[config.mk]
export PLATFORM = sky130hd
export DESIGN_NAME = adc_spi_emulator
export DESIGN_NICKNAME = d
export VERILOG_FILES = /design/src/rtl/adc_spi_emulator.sv
export SDC_FILE = /design/constraint.sdc
export NUM_CORES = 1
export LEC_CHECK = 0
export ABC_CLOCK_PERIOD_IN_PS = 3600
export CAP_MARGIN = 10
export CORE_ASPECT_RATIO = 2
export CORE_MARGIN = 2
export CORE_UTILIZATION = 55
export DETAILED_ROUTE_END_ITERATION = 8
export GPL_ROUTABILITY_DRIVEN = 0
export PLACE_DENSITY_LB_ADDON = 0.25
export SLEW_MARGIN = 5
export SYNTH_ARGS = -nofsm -noshare
export SYNTH_HDL_FRONTEND = slang
export SYNTH_SLANG_ARGS = --single-unit
[constraint.sdc]
create_clock -name CLK -period 3.6 [get_ports CLK]
set_clock_uncertainty 0.15 [all_clocks]
set_input_delay 0.54 -clock CLK [delete_from_list [all_inputs] [get_ports CLK]]
set_output_delay 0.54 -clock CLK [all_outputs]
set_load 0.005 [all_outputs]
[src/rtl/adc_spi_emulator.sv]
// adc_spi_emulator
//   Emulates a SAR ADC serial output stage for bring-up of an SPI master.
//   Each nCS-low frame returns one sample of one channel, round-robin,
//   from one of four sources chosen by MODE when the frame starts.
//   Ports:
//     CLK, nRST             system clock, asynchronous active-low reset
//     nCS, SCLK             SPI pins from the master (asynchronous, oversampled)
//     MODE, CONST_VALUE     sample source select / constant sample
//     WR_EN, WR_CH, WR_DATA register-file write port
//     DOUT, DOUT_OE         serial data and its output enable
//     CHANNEL               channel of the current (or next) frame
//     FRAME_DONE, ABORT     one-cycle completion / abort pulses
module adc_spi_emulator #(
  parameter int SAMPLE_WIDTH = 12,
  parameter int NUM_CHANNELS = 4,
  parameter int LEAD_ZEROS   = 1,
  parameter int TRAIL_ZEROS  = 2,
  parameter int INCREMENT    = 1,
  parameter int SAMPLE_HOLD  = 3,
  parameter int CH_OFFSET    = 256,
  localparam int CH_W = (NUM_CHANNELS > 1) ? $clog2(NUM_CHANNELS) : 1
) (
  input  logic                    CLK,
  input  logic                    nRST,
  input  logic                    nCS,
  input  logic                    SCLK,
  input  logic [1:0]              MODE,
  input  logic [SAMPLE_WIDTH-1:0] CONST_VALUE,
  input  logic                    WR_EN,
  input  logic [CH_W-1:0]         WR_CH,
  input  logic [SAMPLE_WIDTH-1:0] WR_DATA,
  output logic                    DOUT,
  output logic                    DOUT_OE,
  output logic [CH_W-1:0]         CHANNEL,
  output logic                    FRAME_DONE,
  output logic                    ABORT
);

  localparam int DATA_BITS  = LEAD_ZEROS + SAMPLE_WIDTH + TRAIL_ZEROS;
  localparam int FRAME_BITS = DATA_BITS + 1;
  localparam int CNT_W      = $clog2(FRAME_BITS + 1);
  localparam int HOLD_W     = $clog2(SAMPLE_HOLD + 1);
  localparam int LSB_CNT    = LEAD_ZEROS + SAMPLE_WIDTH - 1;

  typedef enum logic [1:0] {WAIT_HIGH, IDLE, SHIFT, TAIL} state_e;

  // sync[0],[1] form the synchroniser; sync[2] is the edge-detect stage
  logic [2:0]              ncs_sync_q, ncs_sync_d;
  logic [2:0]              sclk_sync_q, sclk_sync_d;
  logic [1:0]              sync_vld_q, sync_vld_d;
  state_e                  state_q, state_d;
  logic [DATA_BITS-1:0]    shreg_q, shreg_d;
  logic [CNT_W-1:0]        cnt_q, cnt_d;
  logic                    dout_q, dout_d;
  logic [CH_W-1:0]         ch_q, ch_d;
  logic                    done_q, done_d;
  logic                    abort_q, abort_d;
  logic                    toggle_q, toggle_d;
  logic [SAMPLE_WIDTH-1:0] ramp_q [NUM_CHANNELS];
  logic [SAMPLE_WIDTH-1:0] ramp_d [NUM_CHANNELS];
  logic [HOLD_W-1:0]       hold_q [NUM_CHANNELS];
  logic [HOLD_W-1:0]       hold_d [NUM_CHANNELS];
  logic [SAMPLE_WIDTH-1:0] regs_q [NUM_CHANNELS];
  logic [SAMPLE_WIDTH-1:0] regs_d [NUM_CHANNELS];

  logic                    ncs_fall, ncs_rise, sclk_fall;
  logic [CNT_W-1:0]        cnt_inc, cnt_eff;
  logic [SAMPLE_WIDTH-1:0] sample_sel;
  logic [DATA_BITS-1:0]    frame_load;
  logic [HOLD_W-1:0]       hold_next;

  assign ncs_fall  =  ncs_sync_q[2]  & ~ncs_sync_q[1];
  assign ncs_rise  = ~ncs_sync_q[2]  &  ncs_sync_q[1];
  assign sclk_fall =  sclk_sync_q[2] & ~sclk_sync_q[1];
  assign cnt_inc   = cnt_q + CNT_W'(1);
  // an SCLK fall coinciding with nCS rise is counted before completion is judged
  assign cnt_eff   = (state_q == SHIFT && sclk_fall) ? cnt_inc : cnt_q;
  assign hold_next = hold_q[ch_q] + HOLD_W'(1);

  always_ff @(posedge CLK or negedge nRST) begin
    if (!nRST) begin
      ncs_sync_q  <= '1;
      sclk_sync_q <= '1;
      sync_vld_q  <= '0;
      state_q     <= WAIT_HIGH;
      shreg_q     <= '0;
      cnt_q       <= '0;
      dout_q      <= 1'b0;
      ch_q        <= '0;
      done_q      <= 1'b0;
      abort_q     <= 1'b0;
      toggle_q    <= 1'b0;
      for (int unsigned c = 0; c < NUM_CHANNELS; c++) begin
        ramp_q[c] <= SAMPLE_WIDTH'(c * CH_OFFSET);
        hold_q[c] <= '0;
        regs_q[c] <= '0;
      end
    end else begin
      ncs_sync_q  <= ncs_sync_d;
      sclk_sync_q <= sclk_sync_d;
      sync_vld_q  <= sync_vld_d;
      state_q     <= state_d;
      shreg_q     <= shreg_d;
      cnt_q       <= cnt_d;
      dout_q      <= dout_d;
      ch_q        <= ch_d;
      done_q      <= done_d;
      abort_q     <= abort_d;
      toggle_q    <= toggle_d;
      ramp_q      <= ramp_d;
      hold_q      <= hold_d;
      regs_q      <= regs_d;
    end
  end

  // Next-state logic. The synchroniser holds reset values for two cycles, so
  // WAIT_HIGH only trusts nCS once sync_vld_q shows those stages are flushed;
  // otherwise a pin held low through reset would look like a fresh fall.
  always_comb begin
    state_d = state_q;
    case (state_q)
      WAIT_HIGH: if (sync_vld_q[1] && ncs_sync_q[1] && ncs_sync_q[2]) state_d = IDLE;
      IDLE:      if (ncs_fall) state_d = SHIFT;
      SHIFT: begin
        if (ncs_rise)                                          state_d = IDLE;
        else if (sclk_fall && cnt_inc == CNT_W'(DATA_BITS))    state_d = TAIL;
      end
      TAIL:      if (ncs_rise) state_d = IDLE;
      default:   state_d = WAIT_HIGH;
    endcase
  end

  always_comb begin
    sample_sel = '0;
    case (MODE)
      2'd0:    sample_sel = ramp_q[ch_q];
      2'd1:    sample_sel = CONST_VALUE;
      2'd2:    sample_sel = regs_q[ch_q];
      default: sample_sel = toggle_q ? '1 : '0;
    endcase
    // leading zeros come from zero-extension, trailing zeros from the shift
    frame_load = DATA_BITS'(sample_sel) << TRAIL_ZEROS;
  end

  // Datapath: shift register, edge counter, channel/ramp bookkeeping.
  always_comb begin
    ncs_sync_d  = {ncs_sync_q[1:0], nCS};
    sclk_sync_d = {sclk_sync_q[1:0], SCLK};
    sync_vld_d  = {sync_vld_q[0], 1'b1};
    shreg_d     = shreg_q;
    cnt_d       = cnt_q;
    dout_d      = dout_q;
    ch_d        = ch_q;
    done_d      = 1'b0;
    abort_d     = 1'b0;
    toggle_d    = toggle_q;
    ramp_d      = ramp_q;
    hold_d      = hold_q;
    regs_d      = regs_q;

    if (WR_EN && (32'(WR_CH) < NUM_CHANNELS)) regs_d[WR_CH] = WR_DATA;

    case (state_q)
      IDLE: begin
        if (ncs_fall) begin
          dout_d  = frame_load[DATA_BITS-1];
          shreg_d = frame_load << 1;
          cnt_d   = '0;
        end
      end
      SHIFT: begin
        if (sclk_fall) begin
          cnt_d = cnt_inc;
          if (cnt_inc == CNT_W'(DATA_BITS)) begin
            dout_d = 1'b0;
          end else begin
            dout_d  = shreg_q[DATA_BITS-1];
            shreg_d = shreg_q << 1;
          end
        end
      end
      default: ;
    endcase

    if ((state_q == SHIFT || state_q == TAIL) && ncs_rise) begin
      dout_d = 1'b0;
      if (cnt_eff >= CNT_W'(LSB_CNT)) begin
        done_d   = 1'b1;
        toggle_d = ~toggle_q;
        ch_d     = (ch_q == CH_W'(NUM_CHANNELS - 1)) ? '0 : ch_q + CH_W'(1);
        if (hold_next == HOLD_W'(SAMPLE_HOLD)) begin
          hold_d[ch_q] = '0;
          ramp_d[ch_q] = ramp_q[ch_q] + SAMPLE_WIDTH'(INCREMENT);
        end else begin
          hold_d[ch_q] = hold_next;
        end
      end else begin
        abort_d = 1'b1;
      end
    end
  end

  // Output enable is decoded from state so reset removes it asynchronously.
  always_comb begin
    DOUT       = dout_q;
    DOUT_OE    = (state_q == SHIFT);
    CHANNEL    = ch_q;
    FRAME_DONE = done_q;
    ABORT      = abort_q;
  end

endmodule

# After elaboration in Yosys (flattened, before gate mapping)
# Cells that the tools add are included.
[op_classes]
multipliers = 0
addsub = 4
n_shift = 0
div = 0
n_lt_le_gt_ge = 5
n_bitwise = 11
eq_ne = 16
reduce_logical = 18
muxes = 45
[ops]
columns = ["operator", "count"]
rows = [
  ["bitwise mux 48 bit", 2],
  ["2-to-1 mux 12 bit", 7],
  ["binary-select mux 12 bit (select 2 bit)", 2],
  ["demux 12 bit (select 2 bit)", 2],
  ["2-to-1 mux 15 bit", 3],
  ["one-hot mux 12 bit (3 select lines)", 1],
  ["one-hot mux 15 bit (2 select lines)", 1],
  ["2-to-1 mux 2 bit", 9],
  ["2-to-1 mux 5 bit", 3],
  ["adder 12 x 1 -> 12 bit (second input constant)", 1],
  ["== test 2 bit (second input constant)", 5],
  ["one-hot mux 5 bit (2 select lines)", 1],
  ["AND reduction 3 bit", 3],
  ["bitwise AND 8 bit", 1],
  ["bitwise mux 8 bit", 1],
  ["2-to-1 mux 1 bit", 8],
  ["2-to-1 mux 8 bit", 1],
  ["inequality test 2 bit (second input constant)", 4],
  ["NOT 8 bit", 1],
  ["one-hot mux 2 bit (4 select lines)", 1],
  ["AND reduction 4 bit", 2],
  ["logical AND 1 bit", 7],
  ["greater-or-equal comparator 3 bit (second input constant)", 2],
  ["< comparator 3 x 1 -> 1 bit (second input constant)", 2],
  ["other kinds (19)", 29],
]
[totals]
inputBits = 33
output_inout_bits = 6
romBits = 0
memories = 0
ff_bits = 140
latch_bits = 0
ram_bits = 0

# Logic depth before layout (Yosys ltp)
[logic_depth]
word_depth = 8
depth_mapped = 11
depth_no_buf = 9

# Worst setup path after synthesis
# Ideal clock, no wire load.
[synth_path]
kind = "flip-flop to flip-flop"
startpoint = "reg ch_q[1], in the netlist CHANNEL[1]"
endpoint = "reg ramp_q[10] (netlist bit)"
n_path_buf = 4
arrival_ps = 2491
stages_incl_launch_ff = 10
required_time_ps = 3325
slack_ps = 834
path_cell_list = "dfrtp_1 buf_2 buf_2 buf_1 mux4_2 ha_1 nand3_1 nor3_2 buf_2 mux2_2"
[synth_via]
elab_chain_len = 7
elab_cells_between_ends = 17
classes_between = "add/sub (2); order compare (2); eq/ne (1); mux (9); bitwise (1); reduce/logical (2)"
[synth_rtl]
columns = ["element", "line_no", "rtl"]
rows = [
  ["start: declaration", "55", "logic [CH_W-1:0] ch_q, ch_d;"],
  ["start signal: assignment", "106", "ch_q <= ch_d;"],
  ["NOT 2 -> 3 bit (implied by the code) *", "78, 193", ""],
  ["parallel branches: the longest is 6 deep, another holds adder 12 x 1 -> 12 bit", "-", ""],
  ["end signal: indexed assignment", "94", "ramp_q[c] <= SAMPLE_WIDTH'(c * CH_OFFSET);"],
  ["end signal: assignment", "110", "ramp_q <= ramp_d;"],
  ["end: declaration", "59", "logic [SAMPLE_WIDTH-1:0] ramp_q [NUM_CHANNELS];"],
]
# Mark *: on every way between the ends. The select of a mux whose other input is x is not followed.
# A chain may end at the register's enable or synchronous reset.

# Worst setup path after layout
[layout_path]
startpoint = "reg ch_q[1], in the netlist CHANNEL[1]"
endpoint = "reg ramp_q[34] (netlist bit)"
# Same word-level chain as after synthesis.

==> impl_metrics.toml <==
[power]
p_int_uw = 3142
switchingPower_uw = 1233
p_sw_share_pct = 28.18
leakage_uw = 0.003511
ir_worst_vdd_v = 0.0004179
p_comb_share_pct = 18.2
power_frac_clock_pct = 40.3
seqPwrFrac_pct = 41.5
powerDensity_nw_per_um2 = 554.5

[floorplanning]
die_w_um = 82.13
die_area_um2 = 13160
rows = 57
core-area_um2 = 12050
start_util_pct = 55.70
pin_count = 39
fp.dieH_um = 160.3

[critical_path]
slowest_delay_ns = 0.79
criticalPathCategory = "flop to flop"
endpoint_kind = "flop"
rrSetupSlack_ns = 0.78
arrival_ns = 2.98
cp_num_buf_inv = 1
crit_family = "flip-flops"
worst-path-max-fanout = 14
startpoint_type = "flop"
slowest_stage = "dfrtp_1"
cp_common_cell = "mux2_2"
crit_chain = "mux2_2 -> o21ai_1 -> inv_1 -> ha_1 -> nand3_1 -> nor3_1 -> xor2_1 -> mux2_2"
cp.required_ns = 3.76

[routing]
first_pass_iters = 5
wl_per_cell_um = 20.71
antenna_left = 0
drt_iter0_drc = 250
drc = 0
routed-via-count = 4311
wl_um = 14520
viasPerCell = 6.150

[global_route]
grt_pass1_vias = 4729
antenna_found_initial = 0
grt_first_pass_wirelength_um = 23780
use_met1_pct = 28.44
use_met3_pct = 4.576
globalRouteMet2Util_pct = 42.68
overflow = 0
grt.busiest_layer = "met2"
gr-usage-all-layers_pct = 24.52
grt_max_degree = 61

[clocking]
ctsHoldBuffers = 0
cts_sinks = 137
postCtsSetupBuffers = 0
cts_resized = 0
cts-htree-levels = 4
clock_latency_ns = 0.43
root_buffer = "clkbuf_16"
clk_pin_slew_ns = 0.06
cts_buffers = 17
clockBufferDepth = 2
cts_tree = "done"

[synthesis]
synth_fp_nets = 539
synth_area_um2 = 6714
synth_top_area_share_pct = 47.34
ys.flop_type = "dfrtp_1"
synth_edf_count = 0
synth.most_common_cell = "dfrtp_1"
postSynthAreaPerCell_um2 = 13.59
synth_commonest_cells = "dfrtp_1, mux2_2, nor2_1"
yosysTopAreaCell = "dfrtp_1"
yosysWarnings = 0
synth-seq-cells = 137
ys_types = 49
ys_seq_area_share_pct = 51.25
async_flop_share_pct = 100.0
synth_area_leaders = "dfrtp_1, mux2_2, mux4_2"
synthCells = 494

[final_layout]
area_growth_pct = 17.52
fin_area_um2 = 7890
final_layout_size_suffix_gt1_share_pct = 35.56
insertedDiodeCount = 0
final_util_pct = 65.46
nets = 586

[timing]
period_needed_ns = 2.820
period_share_pct = 78.34
drv_slew = 0
max_slew_margin_pct = 44.57
final-hold-violation-count = 0
max_clock_freq_mhz = 354.6
rsz0062_at_grt = "false"
tns_ns = 0
holdWs_ns = 0.04796
fin_ws_ns = 0.7797
worstMarginPinSlew_ns = 0.8288
finalSetupViolCount = 0

[place]
portBuffers = 38
dp_slack_ns = 0.8182
place_area_um2 = 7289
dpl.hpwl_um = 10210

[run]
maxCapViolCount = 0

[min_path]
hold_class = "primary input to async pin"

[status]
outcome = "finished clean"
==> area by class of cell <==
cell class / count / area, um2
multi-input combinational: 314 / 3089
inverter: 17 / 63.81
sequential: 137 / 3442
clock buffer: 18 / 439.2
tap: 147 / 183.9
clock inverter: 14 / 161.4
fill: 871 / 4163
timing repair buffer: 54 / 510.5
==> path summary, 6_finish.rpt <==
kind	startpoint	to	depth (start not counted)
max	CHANNEL[1]$_DFFE_PN0P_	ramp_q[34]$_DFFE_PN0P_	8
min	nRST	hold_q[5]$_DFFE_PN0P_	1
max reg2reg	CHANNEL[1]$_DFFE_PN0P_	ramp_q[34]$_DFFE_PN0P_	8
min reg2reg	sclk_sync_q[0]$_DFF_PN1_	sclk_sync_q[1]$_DFF_PN1_	0
max in group asynchronous	nRST	sclk_sync_q[0]$_DFF_PN1_	2
min in group CLK	sclk_sync_q[0]$_DFF_PN1_	sclk_sync_q[1]$_DFF_PN1_	0
==> cells by family (layout without fill, tap and decap cells) <==
logic type | Yosys count | count (layout) | synth area share [%]
AO/OA/AOI/OAI | 60 | 60 | 6.485
other | 1 | 1 | 0.05585
AND/OR/NAND/NOR | 81 | 81 | 6.392
multiplexers | 148 | 148 | 29.20
flip-flops | 137 | 137 | 51.25
buffers and inverters | 43 | 103 | 2.814
XOR/XNOR | 12 | 12 | 1.565
adder cells (fa/ha/maj) | 12 | 12 | 2.236
==> state kept, by name, summed over array words and instances, names as in the netlist <==
signal	cells
toggle_q	1
sclk_sync_q	3
DOUT	1
shreg_q	12
sync_vld_q	2
hold_q	8
cnt_q	5
FRAME_DONE	1
ABORT	1
CHANNEL	2
regs_q	48
ramp_q	48
state_q	2
ncs_sync_q	3
==> per-layer routing <==
| layer | vias up | routed length, um |
|---|---|---|
| li1 | 1928 | - |
| met5 | - | 0 |
| met2 | 94 | 8208 |
| met3 | 34 | 398 |
| met4 | 0 | 428 |
| met1 | 2255 | 5479 |
==> power by group through the flow <==
stage | sequential (uW) | clock (uW) | combinational [uW]
final | 1810 | 1760 | 796
after global routing | 1830 | 1870 | 882
after CTS | 1810 | 1790 | 803
after detailed placement | 1840 | 0 | 791
after global placement | 1820 | 0 | 752
after floorplan | 1800 | 0 | 559
==> cells in the final DEF, fill, tap and decap left out, types with 6 or more instances in the layout <==
| master | synthesis | routed |
|---|---|---|
| a211oi_1 | 11 | 11 |
| a31oi_1 | 11 | 11 |
| buf_4 | 1 | 16 |
| clkbuf_16 | 0 | 17 |
| clkdlybuf4s50_1 | 0 | 37 |
| dfrtp_1 | 127 | 126 |
| dfstp_2 | 10 | 10 |
| ha_1 | 12 | 12 |
| inv_1 | 17 | 17 |
| inv_6 | 0 | 6 |
| mux2_2 | 107 | 107 |
| mux2i_1 | 14 | 14 |
| mux4_2 | 21 | 21 |
| nand2_1 | 13 | 13 |
| nand3_1 | 10 | 10 |
| nor2_1 | 25 | 25 |
| o21ai_0 | 9 | 9 |
| o2bb2ai_1 | 11 | 11 |
| xor2_1 | 8 | 8 |
==> worst reg2reg max path, stage by stage (launching register included) <==
cell	delay, ns
dfrtp_1	0.79
mux2_2	0.41
o21ai_1	0.26
inv_1	0.17
ha_1	0.26
nand3_1	0.12
nor3_1	0.08
xor2_1	0.17
mux2_2	0.29
==> stage by stage <==
stage / total power [uW] / cells
3_3_place_gp: 2571 / 669
4_1_cts: 4408 / 701
5_1_grt: 4581 / 701
2_1_floorplan: 2363 / 494
6_report: 4375 / 701
3_5_place_dp: 2628 / 669
Note: power is estimated with default switching activity, not from simulation.
